[config.mk]
export PLATFORM = sky130hd
export DESIGN_NAME = instruction_fetch
export DESIGN_NICKNAME = d
export VERILOG_FILES = /design/src/rtl/instruction_fetch_pkg.sv /design/src/rtl/instruction_fetch_return_stack.sv /design/src/rtl/instruction_fetch.sv
export SDC_FILE = /design/constraint.sdc
export NUM_CORES = 1
export LEC_CHECK = 0
export BUFFER_PORTS_ARGS = -buffer_cell sky130_fd_sc_hd__buf_2
export CAP_MARGIN = 15
export CORE_MARGIN = 3
export CORE_UTILIZATION = 50
export CTS_CLUSTER_DIAMETER = 200
export DETAILED_ROUTE_END_ITERATION = 10
export GPL_TIMING_DRIVEN = 0
export PLACE_DENSITY = 0.86
export SLEW_MARGIN = 20
export SYNTH_ARGS = -nofsm -noshare
export SYNTH_HDL_FRONTEND = slang
export SYNTH_SLANG_ARGS = --single-unit
[constraint.sdc]
create_clock -name clk -period 2.75 [get_ports clk]
set_clock_uncertainty 0.05 [all_clocks]
set_input_delay 0.1375 -clock clk [delete_from_list [all_inputs] [get_ports clk]]
set_output_delay 0.1375 -clock clk [all_outputs]
set_load 0.1 [all_outputs]
[src/rtl/instruction_fetch_pkg.sv]
// Shared types and constants for the instruction fetch stage.
// The optional return stack is controlled by INSTRUCTION_FETCH_CALL_STACK_EN.
package instruction_fetch_pkg;

    typedef enum logic [1:0] {
        ST_BOOT  = 2'd0,
        ST_RUN   = 2'd1,
        ST_FLUSH = 2'd2,
        ST_HALT  = 2'd3
    } if_state_e;

    localparam int INS_W           = 22;
    localparam int DEFAULT_ADDR_W  = 10;
    localparam int MAX_FLUSH_DEPTH = 3;

endpackage

[src/rtl/instruction_fetch_return_stack.sv]
// Circular hardware return-address stack with sticky overflow/underflow flag.
// Only instantiated when INSTRUCTION_FETCH_CALL_STACK_EN is defined.
module return_stack
    import instruction_fetch_pkg::*;
#(
    parameter int ADDR_W = DEFAULT_ADDR_W,
    parameter int DEPTH  = 4
) (
    input  logic              clk,
    input  logic              rst_n,
    input  logic              push_i,
    input  logic              pop_i,
    input  logic [ADDR_W-1:0] push_data_i,
    output logic [ADDR_W-1:0] pop_data_o,
    output logic              full_o,
    output logic              empty_o,
    output logic              err_o
);

    localparam int PTR_W = $clog2(DEPTH);

    logic [ADDR_W-1:0] mem_q [DEPTH];
    logic [PTR_W-1:0]  wp_q;
    logic [PTR_W:0]    cnt_q;
    logic              err_q;

    assign full_o     = (cnt_q == (PTR_W+1)'(DEPTH));
    assign empty_o    = (cnt_q == '0);
    // The newest entry sits just below the write pointer; empty pops read as 0.
    assign pop_data_o = empty_o ? '0 : mem_q[wp_q - PTR_W'(1)];
    assign err_o      = err_q;

    always_ff @(posedge clk or negedge rst_n) begin
        if (!rst_n) begin
            for (int i = 0; i < DEPTH; i++) mem_q[i] <= '0;
            wp_q  <= '0;
            cnt_q <= '0;
            err_q <= 1'b0;
        end else if (pop_i) begin
            if (empty_o) begin
                err_q <= 1'b1;
            end else begin
                wp_q  <= wp_q - PTR_W'(1);
                cnt_q <= cnt_q - (PTR_W+1)'(1);
            end
        end else if (push_i) begin
            mem_q[wp_q] <= push_data_i;
            wp_q        <= wp_q + PTR_W'(1);
            // A push when full overwrites the oldest entry; depth stays saturated.
            if (full_o) err_q <= 1'b1;
            else        cnt_q <= cnt_q + (PTR_W+1)'(1);
        end
    end

endmodule

[src/rtl/instruction_fetch.sv]
// Program counter and fetch control: ROM address, IR load strobe and bubble flag.
// Define INSTRUCTION_FETCH_CALL_STACK_EN to add the hardware return-address stack.
module instruction_fetch
    import instruction_fetch_pkg::*;
#(
    parameter int ADDR_W      = DEFAULT_ADDR_W,
    parameter int FLUSH_DEPTH = 1,
    parameter int STACK_DEPTH = 4
) (
    input  logic              clk,
    input  logic              rst_n,
    input  logic              stall,
    input  logic              halt,
    input  logic              resume,
    input  logic              branch_taken,
    input  logic [ADDR_W-1:0] branch_target,
    input  logic              call,
    input  logic              ret,
    output logic [ADDR_W-1:0] rom_addr,
    output logic              ir_load,
    output logic              is_void,
    output logic              stack_err
);

    localparam int               CNT_W      = $clog2(MAX_FLUSH_DEPTH + 1);
    localparam logic [CNT_W-1:0] FLUSH_INIT = CNT_W'(FLUSH_DEPTH);

    if_state_e         state_q;
    logic [ADDR_W-1:0] pc_q;
    logic [CNT_W-1:0]  cnt_q;
    logic              ir_load_q;
    logic              is_void_q;

    logic              run_ok;
    logic              take_xfer;
    logic [ADDR_W-1:0] xfer_target;

    assign run_ok = (state_q == ST_RUN) && !halt && !stall;

`ifdef INSTRUCTION_FETCH_CALL_STACK_EN
    logic              take_ret;
    logic              take_call;
    logic [ADDR_W-1:0] ret_addr;
    logic              unused_stk_full;
    logic              unused_stk_empty;

    assign take_ret    = run_ok && ret;
    assign take_call   = run_ok && !ret && call;
    assign take_xfer   = run_ok && (ret || call || branch_taken);
    assign xfer_target = take_ret ? ret_addr : branch_target;

    // The current pc already points past the call, so it is the return address.
    return_stack #(
        .ADDR_W (ADDR_W),
        .DEPTH  (STACK_DEPTH)
    ) u_return_stack (
        .clk         (clk),
        .rst_n       (rst_n),
        .push_i      (take_call),
        .pop_i       (take_ret),
        .push_data_i (pc_q),
        .pop_data_o  (ret_addr),
        .full_o      (unused_stk_full),
        .empty_o     (unused_stk_empty),
        .err_o       (stack_err)
    );
`else
    localparam int unused_stack_depth = STACK_DEPTH;
    logic          unused_ret;

    assign unused_ret  = ret;
    assign take_xfer   = run_ok && (call || branch_taken);
    assign xfer_target = branch_target;
    assign stack_err   = 1'b0;
`endif

    assign rom_addr = pc_q;
    assign ir_load  = ir_load_q;
    assign is_void  = is_void_q;

    // state | meaning
    // BOOT  | single post-reset cycle, IR contents invalid
    // RUN   | sequential fetch, control transfers accepted
    // FLUSH | voiding instructions fetched behind a transfer or resume
    // HALT  | pc frozen, IR void, waiting for resume
    always_ff @(posedge clk or negedge rst_n) begin
        if (!rst_n) begin
            state_q   <= ST_BOOT;
            pc_q      <= '0;
            cnt_q     <= '0;
            ir_load_q <= 1'b0;
            is_void_q <= 1'b1;
        end else begin
            unique case (state_q)
                ST_BOOT: begin
                    state_q   <= ST_RUN;
                    pc_q      <= pc_q + ADDR_W'(1);
                    ir_load_q <= 1'b1;
                    is_void_q <= 1'b0;
                end
                ST_RUN, ST_FLUSH: begin
                    if (halt) begin
                        state_q   <= ST_HALT;
                        ir_load_q <= 1'b0;
                        is_void_q <= 1'b1;
                    end else if (stall) begin
                        ir_load_q <= 1'b0;
                    end else if (take_xfer) begin
                        state_q   <= ST_FLUSH;
                        pc_q      <= xfer_target;
                        cnt_q     <= FLUSH_INIT;
                        ir_load_q <= 1'b1;
                        is_void_q <= 1'b1;
                    end else if (state_q == ST_FLUSH) begin
                        pc_q      <= pc_q + ADDR_W'(1);
                        ir_load_q <= 1'b1;
                        if (cnt_q <= CNT_W'(1)) begin
                            cnt_q     <= '0;
                            state_q   <= ST_RUN;
                            is_void_q <= 1'b0;
                        end else begin
                            cnt_q     <= cnt_q - CNT_W'(1);
                            is_void_q <= 1'b1;
                        end
                    end else begin
                        pc_q      <= pc_q + ADDR_W'(1);
                        ir_load_q <= 1'b1;
                        is_void_q <= 1'b0;
                    end
                end
                ST_HALT: begin
                    // Resuming refetches at the held pc, but the stale IR is voided first.
                    if (!halt && resume) begin
                        state_q   <= ST_FLUSH;
                        cnt_q     <= FLUSH_INIT;
                        ir_load_q <= 1'b1;
                        is_void_q <= 1'b1;
                    end
                end
            endcase
        end
    end

endmodule

Yosys cells after proc, flatten, opt, wreduce, memory -nomap -nowiden
Cells that the tools add are included.
W data, S select, Z words.
{"block": "totals", "inputBits": 18, "ram_bits": 0, "reg_bits": 16, "mem_bits_ro": 0, "latchBits": 0, "output_inout_bits": 13, "wordCells": 61, "memories": 0}
{"block": "classes", "mul": 0, "bitwise": 0, "shift": 0, "add_sub_neg": 2, "muxes": 28, "div": 0, "reduce_logical": 15, "n_eq_ne": 10, "magnitude_cmp": 1}
{"operator": "$mux W10", "n": 3}
{"operator": "$mux W2", "n": 12}
{"operator": "$pmux W10 S2", "n": 1}
{"operator": "$add A10 B1 Y10 const B", "n": 1}
{"operator": "$mux W1", "n": 8}
{"operator": "$ne A4 B4 Y1 const B", "n": 2}
{"operator": "$ne A2 B2 Y1 const B", "n": 3}
{"operator": "$ne A3 B3 Y1 const B", "n": 2}
{"operator": "$pmux W1 S3", "n": 2}
{"operator": "$pmux W2 S3", "n": 1}
{"operator": "$reduce_and A5 Y1", "n": 1}
{"operator": "$eq A2 B2 Y1 const B", "n": 2}
{"operator": "$logic_and A1 B1 Y1", "n": 4}
{"operator": "$pmux W2 S2", "n": 1}
{"operator": "$reduce_and A4 Y1", "n": 1}
{"operator": "$reduce_bool A2 Y1", "n": 2}
{"operator": "$reduce_and A3 Y1", "n": 1}
{"operator": "$eq A2 B1 Y1 const B", "n": 1}
{"operator": "$le A2 B1 Y1 const B", "n": 1}
{"operator": "$logic_not A1 Y1", "n": 2}
{"operator": "$logic_not A2 Y1", "n": 1}
{"operator": "$reduce_and A2 Y1", "n": 1}
{"operator": "$reduce_or A2 Y1", "n": 1}
{"operator": "$sub A2 B1 Y2 const B", "n": 1}
{"operator": "$logic_or A1 B1 Y1", "n": 1}

Longest topological paths before layout
{"block": "depth", "word_depth": 8, "mapped_depth": 7, "depth_no_buf": 6}

Worst setup path before layout
No wires, ideal clock.
{"block": "synth_path", "path_kind": "register -> register", "from": "reg pc_q[0] (netlist: rom_addr[0])", "to": "reg pc_q[8] (netlist: rom_addr[8])", "period_less_slack_ps": 2328, "path_buffers": 0, "stages_incl_launch_ff": 6, "required_time_ps": 2573, "setup_time_ps": 127, "setup_slack_ps": 422, "arrival_time_ps": 2151, "cell_sequence": "dfrtp_1 ha_1 and4_2 nand4_1 a21o_1 a221o_1"}
{"block": "synth_between", "elab_chain_len": 5}
{"element": "start, declared", "line": "instruction_fetch.sv:29", "rtl": "logic [ADDR_W-1:0] pc_q;"}
{"element": "start signal, assigned", "line": "instruction_fetch.sv:97", "rtl": "pc_q <= pc_q + ADDR_W'(1);"}
{"element": "start signal, assigned", "line": "instruction_fetch.sv:110", "rtl": "pc_q <= xfer_target;"}
{"element": "start signal, assigned", "line": "instruction_fetch.sv:115", "rtl": "pc_q <= pc_q + ADDR_W'(1);"}
{"element": "$add A10 B1 Y10 (*)", "line": "instruction_fetch.sv:97, instruction_fetch.sv:115, instruction_fetch.sv:126"}
{"element": "$mux W10", "line": "instruction_fetch.sv:108", "rtl": "end else if (take_xfer) begin"}
{"element": "$mux W10", "line": "instruction_fetch.sv:106", "rtl": "end else if (stall) begin"}
{"element": "$mux W10", "line": "instruction_fetch.sv:102", "rtl": "if (halt) begin"}
{"element": "$pmux W10 S2 (*)", "line": "instruction_fetch.sv:94", "rtl": "unique case (state_q)"}
Mark *: on every way between the ends. The rest lies on a longest branch, timed or not. The select of a mux whose other input is x is not followed.
A chain may end at the register's enable or synchronous reset.

Worst setup path in the final report
{"block": "layout_path", "from": "reg state_q[1]", "to": "reg pc_q[7] (netlist: rom_addr[7])"}
{"block": "layout_between", "elab_chain_len": 8, "elab_cells_between_ends": 15, "cone_classes": "4 x eq/ne; 4 x mux; 7 x reduce/logical"}
{"element": "start, declared", "line": "instruction_fetch.sv:28", "rtl": "if_state_e state_q;"}
{"element": "start signal, assigned", "line": "instruction_fetch.sv:88", "rtl": "state_q <= ST_BOOT;"}
{"element": "start signal, assigned", "line": "instruction_fetch.sv:96", "rtl": "state_q <= ST_RUN;"}
{"element": "start signal, assigned", "line": "instruction_fetch.sv:103", "rtl": "state_q <= ST_HALT;"}
{"element": "$eq A2 B1 Y1", "line": "instruction_fetch.sv:38, instruction_fetch.sv:94"}
{"element": "$logic_and A1 B1 Y1 (2 in series)", "line": "instruction_fetch.sv:38", "rtl": "assign run_ok = (state_q == ST_RUN) && !halt && !stall;"}
{"element": "$logic_and A1 B1 Y1", "line": "instruction_fetch.sv:72", "rtl": "assign take_xfer = run_ok && (call || branch_taken);"}
{"element": "$mux W10", "line": "instruction_fetch.sv:108"}
{"element": "$mux W10", "line": "instruction_fetch.sv:106"}
{"element": "$mux W10", "line": "instruction_fetch.sv:102"}
{"element": "$pmux W10 S2", "line": "instruction_fetch.sv:94"}
Parallel ways exist; a longest one is shown, timed or not. The select of a mux whose other input is x is not followed.

==> results.md <==
- First-pass GRT wire length: 4320 um
- WS Path Type: reg2reg
- DRT iter0 DRCs: 14
- Overall die height: 52.7 um
- Initial antenna violation count: 0
- DRC viols: 0
- Min-delay worst type: in2reg
- Via count: 1067
- Routing usage on met2: 0.393
- CTS Hold Bufs: 1
- Worst setup EP type: flop
- Reg2Reg Depth: 7
- Post-layout min period: 2.13 ns
- Syn Std Cell Area: 1090 um^2
- Max Freq: 0.470 GHz
- Mapped Avg Cell Area: 9.00 um^2
- Cells on Worst Hold Path: 2
- Crit path DAT: 2.25 ns
- Worst skew pair latency: 0.28 ns
- Setup Fix Bufs, Post-CTS: 0
- FP Rows: 16
- Final net count: 178
- CTS max path bufs: 2
- Met3 GRT Util: 0.0285
- Status: completed
- WL/cell: 14.2 um
- Post-Syn Nets: 144
- Layout cells sized above 1: 0.286
- Seq/Total Area, Yosys: 0.369
- WL final: 2570 um
- H-tree Lvls: 1
- Async set-reset flop share out of synthesis: 1.00
- Synth area leaders: dfrtp_1 34%, ha_1 5.7%, a21oi_1 4.6%
- Core Region: 2000 um^2
- Detail Placement HPWL: 2010 um
- Setup violations, final: 0
- Initial Util: 0.544
- EDFF count, synth: 0
- Antenna Cells: 0
- Slew Viols, Final: 0
- Ys flop type: dfrtp_1
- CTS tree: yes
- Setup WS pre-CTS: 0.667 ns
- Setup ws final: 0.622 ns
- Number of global-route vias before repair: 1035
- DR vias/cell: 5.90
- Routed Antenna Nets: 0
- Gr busiest metal: met2
- Clk slew on worst S/H paths: 0.10 ns
- Crit path cell chain: inv_1 > ha_1 > buf_2 > nand3b_1 > nor2_1 > nor4_1 > a221o_1
- Clk root buf: clkbuf_4
- Slew margin rel.: 0.622
- Startpoint Class: flop
- Setup_tns: 0 ns
- Count of cell types in the netlist: 41
- Final RePlAce weighted congestion: 0.845
- Final Hold Viols: 0
- Gr ovfl total: 0
- Worst-Margin Slew: 0.559 ns
- Die area: 2770 um^2
- Crit Path Max Fanout: 9
- Die X: 52.7 um
- Largest net degree at the start of global routing: 17
- Tot GR Track Use: 0.205
- Max cap viols: 0
- Fin crit share: 0.774
- Clock sinks: 16
- Largest stage delay, worst path: 0.47 ns
- CTS Buf Count: 3
- I/O pin total: 31
- Met1 global-route usage: 0.235
- Post-synthesis sequential element count: 16
- Cells after synthesis: 121
- Pre-antenna DRT Iters: 4
- Synth warnings: 0
- Buffers on Ports: 28
- Synth area leader: dfrtp_1
- Share of the synthesized area in the top cell type: 0.345
- Unrepaired setup endpoints after global routing: no
- Layout area overhead: 20.2%
- WP data required: 2.87 ns
- Cts repair resizes: 0
- Crit path max-delay cell type: nor2_1
-- through the flow --
step	cells	utilization	instance area [um^2]	hold slack, ns
floorplan	121	-	1090	-0.208
global placement	176	0.631	1260	0.0224
detailed placement	176	0.631	1260	0.0253
CTS	181	0.654	1310	0.0342
global route	181	0.654	1310	0.0372
finish	181	0.654	1310	0.0388
-- worst max-delay path, delay by kind of cell, from the launching register on --
family                   cells  cell delay (ns)
adder cells (fa/ha/maj)      1             0.26
flip-flops                   1             0.40
AO/OA/AOI/OAI                1             0.28
AND/OR/NAND/NOR              3             0.76
buffers and inverters        2             0.27
-- sequential cells by signal, summed over array words and instances (netlist names) --
signal    count
state_q       2
rom_addr     10
ir_load       1
is_void       1
cnt_q         2
-- layout by cell type, fill, tap and decap left out, types with 3 or more instances in the layout --
cell and n:
buf_2 32, o22ai_1 3, nand2_1 8, inv_1 5, ha_1 5, nor2b_1 6, a21oi_1 10, nor2_1 6
a21o_1 4, nand3_1 4, clkbuf_4 3, dfrtp_1 15, mux2i_1 3, nand4_1 4, nor3_1 4, o21ai_0 5
-- metal layers --
layer  part of all wire  up-vias
li1                   -      524
met1               0.42      520
met2               0.53       21
met3              0.044        2
met4             0.0047        0
met5                  0        -
-- worst paths after layout --
check                                      start     endpoint  slack (ns)
worst max-delay path                  state_q[1]  rom_addr[7]        0.62
worst min-delay path            branch_target[7]  rom_addr[7]        0.04
worst max register to register        state_q[1]  rom_addr[7]        0.62
worst min register to register           is_void      is_void        0.52
max in group asynchronous                  rst_n      is_void        2.10
min in group asynchronous                  rst_n  rom_addr[7]        0.24
-- layout make-up --
type	instances	area, um^2
flip-flops and latches	16	402
multi-input cells	95	641
fillers	196	693
repair buffers	29	150
well taps	27	33.8
clock buffers	4	36.3
plain buffers	5	27.5
inverters	5	18.8
-- synthesized netlist by cell type (all sizes together), types with 5 or more instances --
cell type,count
ha,5
nor2,6
buf,5
dfrtp,15
inv,5
nor2b,6
o21ai,5
a21oi,10
nand2,9
-- cells by family (layout without fill, tap and decap cells) --
kind of cell / after synthesis / in the layout / share of synthesized area
simple gates: 43 / 43 / 0.214
compound gates: 40 / 40 / 0.253
flops: 16 / 16 / 0.369
buf+inv: 10 / 43 / 0.0425
mux: 6 / 6 / 0.0609
fa+ha+maj: 5 / 5 / 0.0575
other cells: 1 / 1 / 0.00344
Power is left out: the tool's default activity adds up to more than one toggle a clock period on the data nets, which glitch-free logic cannot reach.
